### src/rtl/bp_update_arbiter_pkg.sv
// Shared types and constants for the branch-predictor update arbiter.
// Holds the FSM encoding and the layout of a buffered update entry.
package bp_update_arbiter_pkg;

    typedef enum logic [1:0] {
        BPA_INIT  = 2'd0,
        BPA_CLEAR = 2'd1,
        BPA_RUN   = 2'd2
    } bpa_state_e;

    localparam int BHT_INDEX_W = 5;
    localparam int BPA_ENTRY_W = 67;

    // Field order fixes the bit positions: direct[66] cond[65] taken[64] pc[63:32] target[31:0]
    typedef struct packed {
        logic        direct;
        logic        cond;
        logic        taken;
        logic [31:0] pc;
        logic [31:0] target;
    } bpa_entry_t;

endpackage

### src/rtl/bp_update_arbiter_if.sv
// Bundle of the update, lookup and table-write signals around the arbiter.
// The slave side is the arbiter; the master side is its environment.
interface bp_update_arbiter_if #(
    parameter int IDX_W = 5,
    parameter int CNT_W = 16
) ();
    logic             upd_valid;
    logic             upd_direct;
    logic             upd_cond;
    logic             upd_taken;
    logic [31:0]      upd_pc;
    logic [31:0]      upd_target;
    logic             lookup_req;
    logic             clear_req;
    logic             wr_valid;
    logic             wr_clear;
    logic [IDX_W-1:0] wr_idx;
    logic             wr_direct;
    logic             wr_cond;
    logic             wr_taken;
    logic [31:0]      wr_pc;
    logic [31:0]      wr_target;
    logic             lookup_stall;
    logic             busy;
    logic [CNT_W-1:0] drop_cnt;

    modport master (
        output upd_valid, upd_direct, upd_cond, upd_taken, upd_pc, upd_target,
        output lookup_req, clear_req,
        input  wr_valid, wr_clear, wr_idx, wr_direct, wr_cond, wr_taken,
        input  wr_pc, wr_target, lookup_stall, busy, drop_cnt
    );

    modport slave (
        input  upd_valid, upd_direct, upd_cond, upd_taken, upd_pc, upd_target,
        input  lookup_req, clear_req,
        output wr_valid, wr_clear, wr_idx, wr_direct, wr_cond, wr_taken,
        output wr_pc, wr_target, lookup_stall, busy, drop_cnt
    );
endinterface

### src/rtl/bp_upd_fifo.sv
// Synchronous FIFO for resolved-branch updates with extra-bit full/empty pointers.
// The head is read combinationally and reads as zero while empty; flush beats push/pop.
module bp_upd_fifo #(
    parameter int DEPTH = 4,
    parameter int W     = 67
) (
    input  logic         clk,
    input  logic         rstn,
    input  logic         i_push,
    input  logic         i_pop,
    input  logic         i_flush,
    input  logic [W-1:0] i_din,
    output logic [W-1:0] o_dout,
    output logic         o_empty,
    output logic         o_full
);
    localparam int AW = $clog2(DEPTH);
    localparam logic [AW:0] PTR_ONE = (AW+1)'(1);

    logic [AW:0]  r_wr_ptr;
    logic [AW:0]  r_rd_ptr;
    logic [W-1:0] r_mem [DEPTH];

    always_ff @(posedge clk or negedge rstn) begin
        if (!rstn) begin
            r_wr_ptr <= '0;
            r_rd_ptr <= '0;
        end else if (i_flush) begin
            r_wr_ptr <= '0;
            r_rd_ptr <= '0;
        end else begin
            if (i_push) r_wr_ptr <= r_wr_ptr + PTR_ONE;
            if (i_pop)  r_rd_ptr <= r_rd_ptr + PTR_ONE;
        end
    end

    always_ff @(posedge clk) begin
        if (i_push && !i_flush) r_mem[r_wr_ptr[AW-1:0]] <= i_din;
    end

    assign o_empty = (r_wr_ptr == r_rd_ptr);
    assign o_full  = (r_wr_ptr[AW] != r_rd_ptr[AW]) &&
                     (r_wr_ptr[AW-1:0] == r_rd_ptr[AW-1:0]);
    assign o_dout  = o_empty ? '0 : r_mem[r_rd_ptr[AW-1:0]];

endmodule

### src/rtl/bp_update_arbiter.sv
// Arbitrates the shared predictor-table port between lookups and buffered updates,
// and sweeps every table index with clear writes after reset or on request.
module bp_update_arbiter
    import bp_update_arbiter_pkg::*;
#(
    parameter int FIFO_DEPTH = 4,
    parameter int IDX_W      = BHT_INDEX_W,
    parameter int STARVE_LIM = 3,
    parameter int CNT_W      = 16
) (
    input  logic                 clk,
    input  logic                 rstn,
    bp_update_arbiter_if.slave   bus
);
    localparam int SW = $clog2(STARVE_LIM + 1);
    localparam logic [IDX_W-1:0] IDX_MAX    = '1;
    localparam logic [SW-1:0]    STARVE_MAX = SW'(STARVE_LIM);
    localparam logic [CNT_W-1:0] CNT_MAX    = '1;

    bpa_state_e       r_state, w_state_nxt;
    logic [IDX_W-1:0] r_clr_idx, w_clr_idx_nxt;
    logic [SW-1:0]    r_starve, w_starve_nxt;
    logic [CNT_W-1:0] r_drop, w_drop_nxt;
    logic             w_eligible, w_grant, w_push, w_flush, w_empty, w_full;
    bpa_entry_t       w_upd_entry, w_head;

    function automatic logic [CNT_W-1:0] sat_inc(input logic [CNT_W-1:0] v);
        return (v == CNT_MAX) ? v : v + CNT_W'(1);
    endfunction

    assign w_eligible  = bus.upd_valid && (bus.upd_direct || bus.upd_cond);
    assign w_upd_entry = '{direct: bus.upd_direct, cond: bus.upd_cond, taken: bus.upd_taken,
                           pc: bus.upd_pc, target: bus.upd_target};

    bp_upd_fifo #(
        .DEPTH (FIFO_DEPTH),
        .W     (BPA_ENTRY_W)
    ) u_fifo (
        .clk     (clk),
        .rstn    (rstn),
        .i_push  (w_push),
        .i_pop   (w_grant),
        .i_flush (w_flush),
        .i_din   (w_upd_entry),
        .o_dout  (w_head),
        .o_empty (w_empty),
        .o_full  (w_full)
    );

    always_ff @(posedge clk or negedge rstn) begin
        if (!rstn) begin
            r_state   <= BPA_INIT;
            r_clr_idx <= '0;
            r_starve  <= '0;
            r_drop    <= '0;
        end else begin
            r_state   <= w_state_nxt;
            r_clr_idx <= w_clr_idx_nxt;
            r_starve  <= w_starve_nxt;
            r_drop    <= w_drop_nxt;
        end
    end

    always_comb begin
        w_state_nxt      = r_state;
        w_clr_idx_nxt    = '0;
        w_starve_nxt     = '0;
        w_drop_nxt       = r_drop;
        w_grant          = 1'b0;
        w_push           = 1'b0;
        w_flush          = 1'b0;
        bus.wr_valid     = 1'b0;
        bus.wr_clear     = 1'b0;
        bus.wr_idx       = '0;
        bus.wr_direct    = 1'b0;
        bus.wr_cond      = 1'b0;
        bus.wr_taken     = 1'b0;
        bus.wr_pc        = '0;
        bus.wr_target    = '0;
        bus.lookup_stall = 1'b0;
        bus.busy         = 1'b0;

        case (r_state)
            BPA_INIT: begin
                bus.busy         = 1'b1;
                bus.lookup_stall = 1'b1;
                w_flush          = 1'b1;
                w_state_nxt      = BPA_CLEAR;
            end
            BPA_CLEAR: begin
                bus.busy         = 1'b1;
                bus.wr_valid     = 1'b1;
                bus.wr_clear     = 1'b1;
                bus.wr_idx       = r_clr_idx;
                bus.lookup_stall = bus.lookup_req;
                w_flush          = 1'b1;
                if (bus.clear_req) begin
                    w_clr_idx_nxt = '0;
                end else begin
                    w_clr_idx_nxt = r_clr_idx + IDX_W'(1);
                    if (r_clr_idx == IDX_MAX) w_state_nxt = BPA_RUN;
                end
            end
            BPA_RUN: begin
                // A lookup only loses the port once the head has waited STARVE_LIM cycles
                w_grant = !w_empty && (!bus.lookup_req || (r_starve == STARVE_MAX));
                if (w_grant) begin
                    bus.wr_valid     = 1'b1;
                    bus.wr_direct    = w_head.direct;
                    bus.wr_cond      = w_head.cond;
                    bus.wr_taken     = w_head.taken;
                    bus.wr_pc        = w_head.pc;
                    bus.wr_target    = w_head.target;
                    bus.lookup_stall = bus.lookup_req;
                end
                if (bus.clear_req) begin
                    w_state_nxt = BPA_CLEAR;
                    w_flush     = 1'b1;
                end else begin
                    if (w_eligible) begin
                        if (!w_full || w_grant) w_push = 1'b1;
                        else                    w_drop_nxt = sat_inc(r_drop);
                    end
                    if (!w_grant && !w_empty && bus.lookup_req)
                        w_starve_nxt = r_starve + SW'(1);
                end
            end
            default: w_state_nxt = BPA_INIT;
        endcase
    end

    assign bus.drop_cnt = r_drop;

endmodule

### src/flat_wrapper.sv
// flat-port wrapper written by rule: the top's interface ports become plain ports
module bp_update_arbiter_flat import bp_update_arbiter_pkg::*;
#(
    parameter int FIFO_DEPTH = 4,
    parameter int IDX_W      = BHT_INDEX_W,
    parameter int STARVE_LIM = 3,
    parameter int CNT_W      = 16
)
  (clk, rstn, bus_upd_valid, bus_upd_direct, bus_upd_cond, bus_upd_taken, bus_upd_pc, bus_upd_target, bus_lookup_req, bus_clear_req, bus_wr_valid, bus_wr_clear, bus_wr_idx, bus_wr_direct, bus_wr_cond, bus_wr_taken, bus_wr_pc, bus_wr_target, bus_lookup_stall, bus_busy, bus_drop_cnt);
  bp_update_arbiter_if #(.IDX_W(IDX_W), .CNT_W(CNT_W)) bus_i ();
  input  logic clk;
  input  logic rstn;
  input wire logic [$bits(bus_i.upd_valid)-1:0] bus_upd_valid;
  input wire logic [$bits(bus_i.upd_direct)-1:0] bus_upd_direct;
  input wire logic [$bits(bus_i.upd_cond)-1:0] bus_upd_cond;
  input wire logic [$bits(bus_i.upd_taken)-1:0] bus_upd_taken;
  input wire logic [$bits(bus_i.upd_pc)-1:0] bus_upd_pc;
  input wire logic [$bits(bus_i.upd_target)-1:0] bus_upd_target;
  input wire logic [$bits(bus_i.lookup_req)-1:0] bus_lookup_req;
  input wire logic [$bits(bus_i.clear_req)-1:0] bus_clear_req;
  output wire logic [$bits(bus_i.wr_valid)-1:0] bus_wr_valid;
  output wire logic [$bits(bus_i.wr_clear)-1:0] bus_wr_clear;
  output wire logic [$bits(bus_i.wr_idx)-1:0] bus_wr_idx;
  output wire logic [$bits(bus_i.wr_direct)-1:0] bus_wr_direct;
  output wire logic [$bits(bus_i.wr_cond)-1:0] bus_wr_cond;
  output wire logic [$bits(bus_i.wr_taken)-1:0] bus_wr_taken;
  output wire logic [$bits(bus_i.wr_pc)-1:0] bus_wr_pc;
  output wire logic [$bits(bus_i.wr_target)-1:0] bus_wr_target;
  output wire logic [$bits(bus_i.lookup_stall)-1:0] bus_lookup_stall;
  output wire logic [$bits(bus_i.busy)-1:0] bus_busy;
  output wire logic [$bits(bus_i.drop_cnt)-1:0] bus_drop_cnt;
  assign bus_i.upd_valid = bus_upd_valid;
  assign bus_i.upd_direct = bus_upd_direct;
  assign bus_i.upd_cond = bus_upd_cond;
  assign bus_i.upd_taken = bus_upd_taken;
  assign bus_i.upd_pc = bus_upd_pc;
  assign bus_i.upd_target = bus_upd_target;
  assign bus_i.lookup_req = bus_lookup_req;
  assign bus_i.clear_req = bus_clear_req;
  assign bus_wr_valid = bus_i.wr_valid;
  assign bus_wr_clear = bus_i.wr_clear;
  assign bus_wr_idx = bus_i.wr_idx;
  assign bus_wr_direct = bus_i.wr_direct;
  assign bus_wr_cond = bus_i.wr_cond;
  assign bus_wr_taken = bus_i.wr_taken;
  assign bus_wr_pc = bus_i.wr_pc;
  assign bus_wr_target = bus_i.wr_target;
  assign bus_lookup_stall = bus_i.lookup_stall;
  assign bus_busy = bus_i.busy;
  assign bus_drop_cnt = bus_i.drop_cnt;
  bp_update_arbiter #(.FIFO_DEPTH(FIFO_DEPTH), .IDX_W(IDX_W), .STARVE_LIM(STARVE_LIM), .CNT_W(CNT_W)) u_core (.clk(clk), .rstn(rstn), .bus(bus_i));
endmodule
### config.mk
export PLATFORM = sky130hd
export DESIGN_NAME = bp_update_arbiter_flat
export DESIGN_NICKNAME = d
export VERILOG_FILES = /design/src/rtl/bp_update_arbiter_pkg.sv /design/src/rtl/bp_update_arbiter_if.sv /design/src/rtl/bp_upd_fifo.sv /design/src/rtl/bp_update_arbiter.sv /design/src/flat_wrapper.sv
export SDC_FILE = /design/constraint.sdc
export NUM_CORES = 1
export LEC_CHECK = 0
export CAP_MARGIN = 20
export CELL_PAD_IN_SITES_DETAIL_PLACEMENT = 1
export CELL_PAD_IN_SITES_GLOBAL_PLACEMENT = 2
export CORE_ASPECT_RATIO = 0.9
export CORE_UTILIZATION = 32
export CTS_CLUSTER_DIAMETER = 40
export CTS_CLUSTER_SIZE = 24
export DETAILED_ROUTE_END_ITERATION = 10
export PLACE_DENSITY = 0.75
export SKIP_LAST_GASP = 1
export SLEW_MARGIN = 20
export SYNTH_ARGS = -nofsm -noshare
export SYNTH_HDL_FRONTEND = slang
export SYNTH_SLANG_ARGS = --single-unit
### constraint.sdc
create_clock -name clk -period 6.6 [get_ports clk]
set_input_delay 1.32 -clock clk [delete_from_list [all_inputs] [get_ports clk]]
set_output_delay 1.32 -clock clk [all_outputs]
set_load 0.005 [all_outputs]
==> results of run 1 <==
==> power groups by stage <==
stage	sequential [mW]	clock [mW]	combinational [mW]
6_report	2.08	2.31	0.161
5_1_grt	2.08	2.45	0.181
4_1_cts	2.08	2.38	0.165
3_5_place_dp	2.11	0	0.164
3_3_place_gp	2.11	0	0.161
2_1_floorplan	2.11	0	0.0483
==> sequential cells by signal, summed over array words and instances, names as in the netlist <==
register,flops
u_core.bus.drop_cnt,16
u_core.u_fifo.r_mem,268
u_core.r_clr_idx,5
u_core.u_fifo.r_wr_ptr,3
u_core.r_state,2
u_core.u_fifo.r_rd_ptr,3
u_core.r_starve,2
==> synth_stat cells, types with 4 or more instances <==
library cell,instances
nand4_1,5
dfrtp_1,31
nor3_1,4
nand3_1,4
xor2_1,16
edfxtp_1,268
clkbuf_1,15
xnor2_1,5
nor2_1,16
and3_1,4
and2_1,9
mux4_2,67
ha_1,13
nor2b_1,68
buf_2,7
inv_1,8
nand2_1,15
nor4_1,6
==> cell usage in the layout, fill, tap and decap left out, drive strengths merged, types with 2 or more instances in the layout <==
cell type and count:
nor3b 3, and2 9, mux2i 2, inv 17, clkbuf 49, nand2 15
nand2b 3, dfrtp 31, nor2 16, and3 4, and2b 2, nor4 7
a211oi 2, nor3 4, ha 13, clkdlybuf4s50 163, clkinv 9, nor2b 68
buf 10, nand4 6, mux4 67, nand3 4, a21oi 3, bufinv 5
xnor2 7, edfxtp 268, xor2 16, clkinvlp 4
==> routing by layer <==
metal,vias to the layer above,GRT usage
li1,2746,-
met1,3131,0.185
met2,150,0.222
met3,41,0.0348
met4,0,0.0454
met5,-,0
==> final timing paths <==
path                                                              end  slack [ns]                           from
worst max-delay path                                    bus_wr_pc[31]        1.63                 bus_lookup_req
min in group asynchronous          u_core.bus.drop_cnt[0]$_DFFE_PN0P_        1.20                           rstn
max in group asynchronous       u_core.u_fifo.r_rd_ptr[0]$_DFFE_PN0P_        5.06                           rstn
worst min register to register           u_core.r_starve[0]$_DFF_PN0_        0.45   u_core.r_starve[0]$_DFF_PN0_
worst max register to register   u_core.u_fifo.r_mem[0][50]$_DFFE_PP_        3.28  u_core.r_state[0]$_DFFE_PN0P_
worst min-delay path                     u_core.r_starve[0]$_DFF_PN0_        0.45   u_core.r_starve[0]$_DFF_PN0_
==> area by class of cell <==
type	instances	area [um^2]	share of cell area
multi-input combinational	263	2880	0.186
tap	476	596	0.0384
clock buffer	49	1140	0.0736
clock inverter	27	327	0.0211
inverter	8	30.0	0.00194
timing repair buffer	173	1710	0.110
sequential	299	8830	0.569
==> per-stage QoR <==
step / hold WS (ns) / util / worst slack [ns] / total power [mW]
detailed placement: 0.432 / 0.387 / 1.55 / 2.28
floorplan: 0.414 / - / 1.61 / 2.16
global placement: 0.430 / 0.387 / 1.65 / 2.27
global route: 0.471 / 0.428 / 1.33 / 4.70
CTS: 0.450 / 0.428 / 1.51 / 4.62
finish: 0.448 / 0.428 / 1.63 / 4.55
==> critical path, stage by stage <==
cell and delay (ns):
clkdlybuf4s50_1 0.45, nand2b_1 0.16, nand3_4 0.54, buf_4 0.48
nor2b_1 0.17, clkdlybuf4s50_1 0.52
==> cell families after synthesis <==
| kind of cell | synth area share |
|---|---|
| AO/OA/AOI/OAI | 0.00720 |
| XOR/XNOR | 0.0183 |
| adder cells (fa/ha/maj) | 0.0138 |
| buffers and inverters | 0.0125 |
| flip-flops | 0.746 |
| multiplexers | 0.130 |
| AND/OR/NAND/NOR | 0.0716 |
==> flow_summary.ini, run 1 <==
[run_status]
status = finished clean

[global_route]
overflow = 0
grt_use_total = 0.139
grt_pass1_vias = 6606
antenna_found_initial = 1
grt_max_degree = 54
grt_first_pass_wirelength_um = 39300

[power_and_ir_drop]
intPower_mw = 3.61
comb_power_share = 0.035
vdd_ir_drop_max_mv = 0.230
p_sw_uw = 940
pwr_density_cell_nw_per_um2 = 293
swShare = 0.206
pwr-share-clk = 0.509
leakage_nw = 5.09
p_seq_frac = 0.456

[synthesis]
synth_top_area_cell = edfxtp_1
ys_async_sr_fraction = 0.104
syn_nets = 680
synth.area.top_cells = edfxtp_1 68%, mux4_2 13%, dfrtp_1 6.6%
synthesis.area_um2 = 11800
synth_warnings = 0
syn_area_per_cell_um2 = 19.9
netlist_instances = 595
yosysSeqAreaShare = 0.746
synth-edff-count = 268
netlist.area_leader.share = 0.681
synth-seq-cells = 299
ys.flop_type = edfxtp_1
synth_cell_types = 42

[detailed_routing]
drtIter0Drc = 330
routed_wl_um = 25600
num_vias = 6068
met3_length_um = 1380
ant_nets = 0
drc = 0
wl_met1_um = 11600
first_pass_iters = 6
highest_layer = met4
dr_wl_met2_um = 12200
routed_via_density = 4.69
wl_per_cell_um = 19.8

[timing]
skew_ns = 0.0230
relSlewSlack = 0.395
post-route-period-util = 0.753
worst_pin_slew_ns = 0.900
finalSetupTns_ns = 0
setup_viol = 0
slew_viol_final = 0
max_freq_ghz = 0.201
layout_min_cycle_time_ns = 4.97
rsz0062_at_grt = no
hold_violations = 0

[layout]
layout-drive-gt1-share = 0.198
fill_cells = 3490
num-nets-final = 873
area_growth_pct = 31.2
insertedDiodeCount = 0
finish.instance_area_um2 = 15500
fin_cells = 1295

[cts]
insertion_delay_ns = 0.53
cts_hold_buf = 0
cts_root_buffer = clkbuf_16
cts_buffers = 43
numClockSinks = 299
ctsLongestPathBuffers = 3
cts_resized = 0
cts_setup_buffers = 0
clk_pin_slew_ns = 0.05
h-tree-depth = 2
cts_tree = yes

[die]
fp.dieW_um = 205
pin_count = 164
rows = 66
core_area_um2 = 36300
dieArea_um2 = 37700
die_y_um = 184
initial_core_util = 0.326

[critical_path]
cp.arrival_ns = 3.65
required_ns = 5.28
crit_fanout = 46
startpoint_type = input pin
end_kind = output pin
reg2regPathDepth = 8
critPathKind = input pin to output pin

[worst_hold_path]
hold_path_class = flip-flop to flip-flop
min_path_cells = 1

[run]
drv.max_cap_violation_count = 0

[placement]
place_hpwl_um = 15400
postPlaceCellArea_um2 = 14000
dp_cells = 1219
port_buffers = 163
gp_congestion = 0.690
Power figures use the tool's default switching activity.
==> run 2, diff against run 1 <==
--- a/config.mk
+++ b/config.mk
@@ -13,7 +13,7 @@
 export CTS_CLUSTER_DIAMETER = 40
 export CTS_CLUSTER_SIZE = 24
 export DETAILED_ROUTE_END_ITERATION = 10
-export PLACE_DENSITY = 0.75
+export PLACE_DENSITY = 0.72
 export SKIP_LAST_GASP = 1
 export SLEW_MARGIN = 20
 export SYNTH_ARGS = -nofsm -noshare
==> constraint.sdc (replaced) <==
create_clock -name clk -period 5 [get_ports clk]
set_input_delay 1 -clock clk [delete_from_list [all_inputs] [get_ports clk]]
set_output_delay 1 -clock clk [all_outputs]
set_load 0.005 [all_outputs]
==> run 2 against run 1 <==
Compared with the run above: cell count increased by 0.85%; routed wire length increased by 0.40%; non-clock buffer count increased by 3; global-route usage increased by 0.14 points; register-to-register slack got worse by 1.5 ns; design area increased by 1.9%; first-iteration DRC count decreased by 19%; total power increased by 40%; core utilization increased by 0.83 points; critical path type is now flip-flop to output pin; critical endpoint is now bus_wr_target[16].
==> flow_summary.ini, run 2 (synthesis results as in run 1) <==
[timing]
skew_ns = 0.0188
setup_viol = 0
finalSetupTns_ns = 0
setup_slack_ns = 0.884
rsz0062_at_grt = no
relSlewSlack = 0.461
worst_pin_slew_ns = 0.803
slew_viol_final = 0
layout_min_cycle_time_ns = 4.12
post-route-period-util = 0.823
max_freq_ghz = 0.243
hold_violations = 0

[global_route]
overflow = 0
grt_use_total = 0.140
grt_max_degree = 70
grt_use_met3 = 0.0336
grt-busiest-layer = met2
grt_first_pass_wirelength_um = 39500
antenna_found_initial = 1
grt_pass1_vias = 6732
grt_use_met2 = 0.227
met1_usage = 0.182

[cts]
ctsLongestPathBuffers = 3
cts_resized = 0
cts_setup_buffers = 0
numClockSinks = 299
h-tree-depth = 2
insertion_delay_ns = 0.54
cts_root_buffer = clkbuf_16
cts_tree = yes
clk_pin_slew_ns = 0.05
cts_hold_buf = 0
cts_buffers = 45

[die]
dieArea_um2 = 37700
core_area_um2 = 36300
pin_count = 164
rows = 66
initial_core_util = 0.326
fp.dieW_um = 205
die_y_um = 184

[layout]
final-seq-area_um2 = 8830
finish.instance_area_um2 = 15800
insertedDiodeCount = 0
final_common_cell = edfxtp_1
num-nets-final = 878
fill_cells = 3448
layout-drive-gt1-share = 0.211
multiInputGateArea_um2 = 2880
largest_register_ffs = 268
area_growth_pct = 33.8
final_cell_mix = 268 x edfxtp_1, 163 x clkdlybuf4s50_1, 68 x nor2b_1

[power_and_ir_drop]
pwr_density_cell_nw_per_um2 = 403
leakage_nw = 5.24
vdd_ir_drop_max_mv = 0.270

[critical_path]
cp.arrival_ns = 3.12
slowest_stage = buf_4
critPathKind = flip-flop to output pin
r2r_slack_ns = 1.82
cp_cell_sequence = buf_4 > buf_4 > mux4_2 > nor2b_1 > clkdlybuf4s50_1
required_ns = 4.00
reg2regPathDepth = 8
startpoint_type = flip-flop
r2r-start = u_core.r_state[0]$_DFFE_PN0P_
crit_fanout = 38
end_kind = output pin
r2r_end = u_core.u_fifo.r_mem[0][51]$_DFFE_PP_
crit_end = bus_wr_target[16]
cp_common_cell = buf_4
critPathMaxStageDelay_ns = 0.60
cp-startpoint = u_core.u_fifo.r_rd_ptr[1]$_DFFE_PN0P_

[detailed_routing]
ant_nets = 0
routed_via_density = 4.68
routed_wl_um = 25700
drc = 0
num_vias = 6111
first_pass_iters = 4
drtIter0Drc = 268
wl_per_cell_um = 19.7

[placement]
place_hpwl_um = 15200
postPlaceCellArea_um2 = 14100
port_buffers = 163
pre_cts_ws_ns = 0.991
gp_congestion = 0.717

[run]
drv.max_cap_violation_count = 0

[run_status]
status = finished clean

[worst_hold_path]
hold_path_class = flip-flop to flip-flop
==> run 2: cell count changes in the layout (fill, tap and decap cells not counted), sizes merged <==
| cell | previous run | this run |
|---|---|---|
| buf | 10 | 13 |
| clkinv | 9 | 15 |
| inv | 17 | 20 |
| clkbuf | 49 | 48 |
| clkinvlp | 4 | 1 |
| bufinv | 5 | 8 |
==> run 2: critical path: cells and delay by family, from the launching register on <==
family / cells / cell delay [ns]
buffers and inverters: 3 / 1.51
DFF: 1 / 0.42
muxes: 1 / 0.45
and+or+nand+nor: 1 / 0.16
==> run 2: cell type report <==
cell class | instances | share of cell area
inverters | 8 | 0.00190
clock inverters | 36 | 0.0318
multi-input cells | 263 | 0.182
flip-flops and latches | 299 | 0.558
well taps | 476 | 0.0377
repair buffers | 176 | 0.113
clock buffers | 48 | 0.0746
==> run 2: worst min path at each step <==
stage / from / end / slack [ns] / cells past startpoint
floorplan: u_core.r_starve[0]$_DFF_PN0_ / u_core.r_starve[0]$_DFF_PN0_ / 0.41 / 1
global placement: u_core.r_starve[0]$_DFF_PN0_ / u_core.r_starve[0]$_DFF_PN0_ / 0.43 / 1
detailed placement: u_core.r_starve[0]$_DFF_PN0_ / u_core.r_starve[0]$_DFF_PN0_ / 0.44 / 1
CTS: u_core.r_starve[0]$_DFF_PN0_ / u_core.r_starve[0]$_DFF_PN0_ / 0.44 / 1
global route: u_core.r_starve[0]$_DFF_PN0_ / u_core.r_starve[0]$_DFF_PN0_ / 0.46 / 1
finish: u_core.r_starve[0]$_DFF_PN0_ / u_core.r_starve[0]$_DFF_PN0_ / 0.44 / 1
==> run 2: where the power goes <==
group / total (mW) / internal (mW) / switching (mW)
clock: 3.42 / 2.19 / 1.24
sequential: 2.74 / 2.73 / 0.00934
combinational: 0.217 / 0.112 / 0.105
==> run 2: layer usage <==
layer	wire, um	part of all wire	vias to the layer above
li1	-	-	2768
met1	11300	0.44	3170
met2	12600	0.49	133
met3	1200	0.047	40
met4	578	0.022	0
met5	0	0	-
==> run 2: per-stage QoR <==
step,std cells,util,total power [mW],hold slack (ns)
final,1306,0.436,6.38,0.438
after global routing,1306,0.436,6.60,0.461
after CTS,1306,0.436,6.48,0.445
after detailed placement,1222,0.390,3.01,0.437
after global placement,1222,0.390,3.01,0.430
after floorplan,595,-,2.85,0.414
==> run 3, diff against run 2 <==
==> constraint.sdc (replaced) <==
create_clock -name clk -period 4.1 [get_ports clk]
set_input_delay 0.82 -clock clk [delete_from_list [all_inputs] [get_ports clk]]
set_output_delay 0.82 -clock clk [all_outputs]
set_load 0.005 [all_outputs]
==> run 3 against run 2 <==
Compared with the run above: design area down 1.1%; routed wire length down 1.9%; critical path depth down 1; via count down 0.90%; core utilization down 0.48 points; sequential power up 22%; non-clock buffer count down 1; combinational power up 21%; global-route usage down 0.56 points.
==> flow_summary.ini, run 3 (synthesis results as in run 1) <==
[detailed_routing]
ant_nets = 0
first_pass_iters = 4
drtIter0Drc = 247
routed_via_density = 4.66
wl_per_cell_um = 19.4
drc = 0
num_vias = 6056
routed_wl_um = 25300

[worst_hold_path]
min_path_cells = 1
hold_path_end = u_core.r_starve[0]$_DFF_PN0_
hold_path_class = flip-flop to flip-flop
worstHoldStart = u_core.r_starve[0]$_DFF_PN0_

[cts]
cts_tree = yes
h-tree-depth = 2
ctsLongestPathBuffers = 3
cts_root_buffer = clkbuf_16
numClockSinks = 299
cts_hold_buf = 0
clk_pin_slew_ns = 0.06
cts_setup_buffers = 0
cts_resized = 0
insertion_delay_ns = 0.53
cts_buffers = 43

[critical_path]
startpoint_type = flip-flop
cp-startpoint = u_core.u_fifo.r_rd_ptr[0]$_DFFE_PN0P_
slowest_stage = dfrtp_4
cp_cell_sequence = buf_4 > mux4_2 > nor2b_1 > clkdlybuf4s50_1
critPathKind = flip-flop to output pin
critPathMaxStageDelay_ns = 0.70
cp.arrival_ns = 2.85
r2r_end = u_core.u_fifo.r_mem[2][8]$_DFFE_PP_
reg2regPathDepth = 8
crit_fanout = 19
r2r-start = u_core.r_state[0]$_DFFE_PN0P_
required_ns = 3.28
end_kind = output pin
r2r_slack_ns = 1.20

[power_and_ir_drop]
pwr_density_cell_nw_per_um2 = 471
total_power_mw = 7.36
leakage_nw = 5.13
comb_power_share = 0.036
p_seq_frac = 0.454
intPower_mw = 5.82
pwr-share-clk = 0.510
vdd_ir_drop_max_mv = 0.293
swShare = 0.209
p_sw_mw = 1.54

[placement]
place_hpwl_um = 14800
port_buffers = 163
dp_cells = 1221
gp_congestion = 0.726

[timing]
setup_viol = 0
hold_violations = 0
skew_ns = 0.0184
layout_min_cycle_time_ns = 3.67
finalSetupTns_ns = 0
relSlewSlack = 0.440
post-route-period-util = 0.895
slew_viol_final = 0
worst_pin_slew_ns = 0.836
holdWs_ns = 0.445
max_freq_ghz = 0.273
rsz0062_at_grt = no

[layout]
utilization = 0.431
fill_cells = 3446
num-nets-final = 875
fin_cells = 1300
area_growth_pct = 32.3
final_cell_mix = 268 x edfxtp_1, 163 x clkdlybuf4s50_1, 68 x nor2b_1
multiInputGateArea_um2 = 2880
layout-drive-gt1-share = 0.204
final-seq-area_um2 = 8830
largest_register_ffs = 268
final_common_cell = edfxtp_1

[die]
rows = 66
initial_core_util = 0.326
fp.dieW_um = 205
die_y_um = 184
dieArea_um2 = 37700
core_area_um2 = 36300
pin_count = 164

[global_route]
grt_max_degree = 70
grt_use_total = 0.135
grt_first_pass_wirelength_um = 38600
grt_pass1_vias = 6539
overflow = 0
antenna_found_initial = 1

[run_status]
status = finished clean

[run]
drv.max_cap_violation_count = 0
==> run 3: cell type report <==
class / instances / area share
Sequential cell: 299 / 0.565
Multi-Input combinational cell: 263 / 0.184
Clock buffer: 46 / 0.0722
Timing Repair Buffer: 175 / 0.116
Clock inverter: 32 / 0.0230
Inverter: 8 / 0.00192
Antenna cell: 1 / 0.000160
Tap cell: 476 / 0.0381
==> run 3: power groups by stage <==
| stage | combinational [mW] | sequential (mW) | clock, mW |
|---|---|---|---|
| floorplan | 0.0799 | 3.40 | 0 |
| global placement | 0.264 | 3.40 | 0 |
| detailed placement | 0.271 | 3.40 | 0 |
| CTS | 0.271 | 3.34 | 3.87 |
| global route | 0.295 | 3.34 | 3.97 |
| finish | 0.263 | 3.34 | 3.76 |
==> run 3: critical path: cells and delay by family, from the launching register on <==
kind,cells,cell delay (ns)
multiplexers,1,0.57
AND/OR/NAND/NOR,1,0.15
flip-flops,1,0.70
buffers and inverters,2,0.88
==> run 3: layer usage <==
metal	vias up	track usage	part of all wire
met2	126	0.219	0.49
li1	2743	-	-
met1	3149	0.179	0.45
met4	0	0.0445	0.019
met3	38	0.0293	0.041
met5	-	0	0
==> run 3: worst max path at each step <==
stage	endpoint	slack, ns	cells past startpoint
after floorplan	u_core.u_fifo.r_mem[0][0]$_DFFE_PP_	0.50	5
after global placement	bus_lookup_stall	0.62	6
after detailed placement	bus_lookup_stall	0.59	6
after CTS	bus_wr_target[31]	0.32	4
after global routing	bus_lookup_stall	0.22	6
final	bus_wr_pc[15]	0.43	4
==> run 3: through the flow <==
stage                     area [um^2]  setup slack, ns
after floorplan                 11800            0.497
after global placement          14100            0.616
after detailed placement        14100            0.589
after CTS                       15600            0.316
after global routing            15600            0.220
final                           15600            0.432
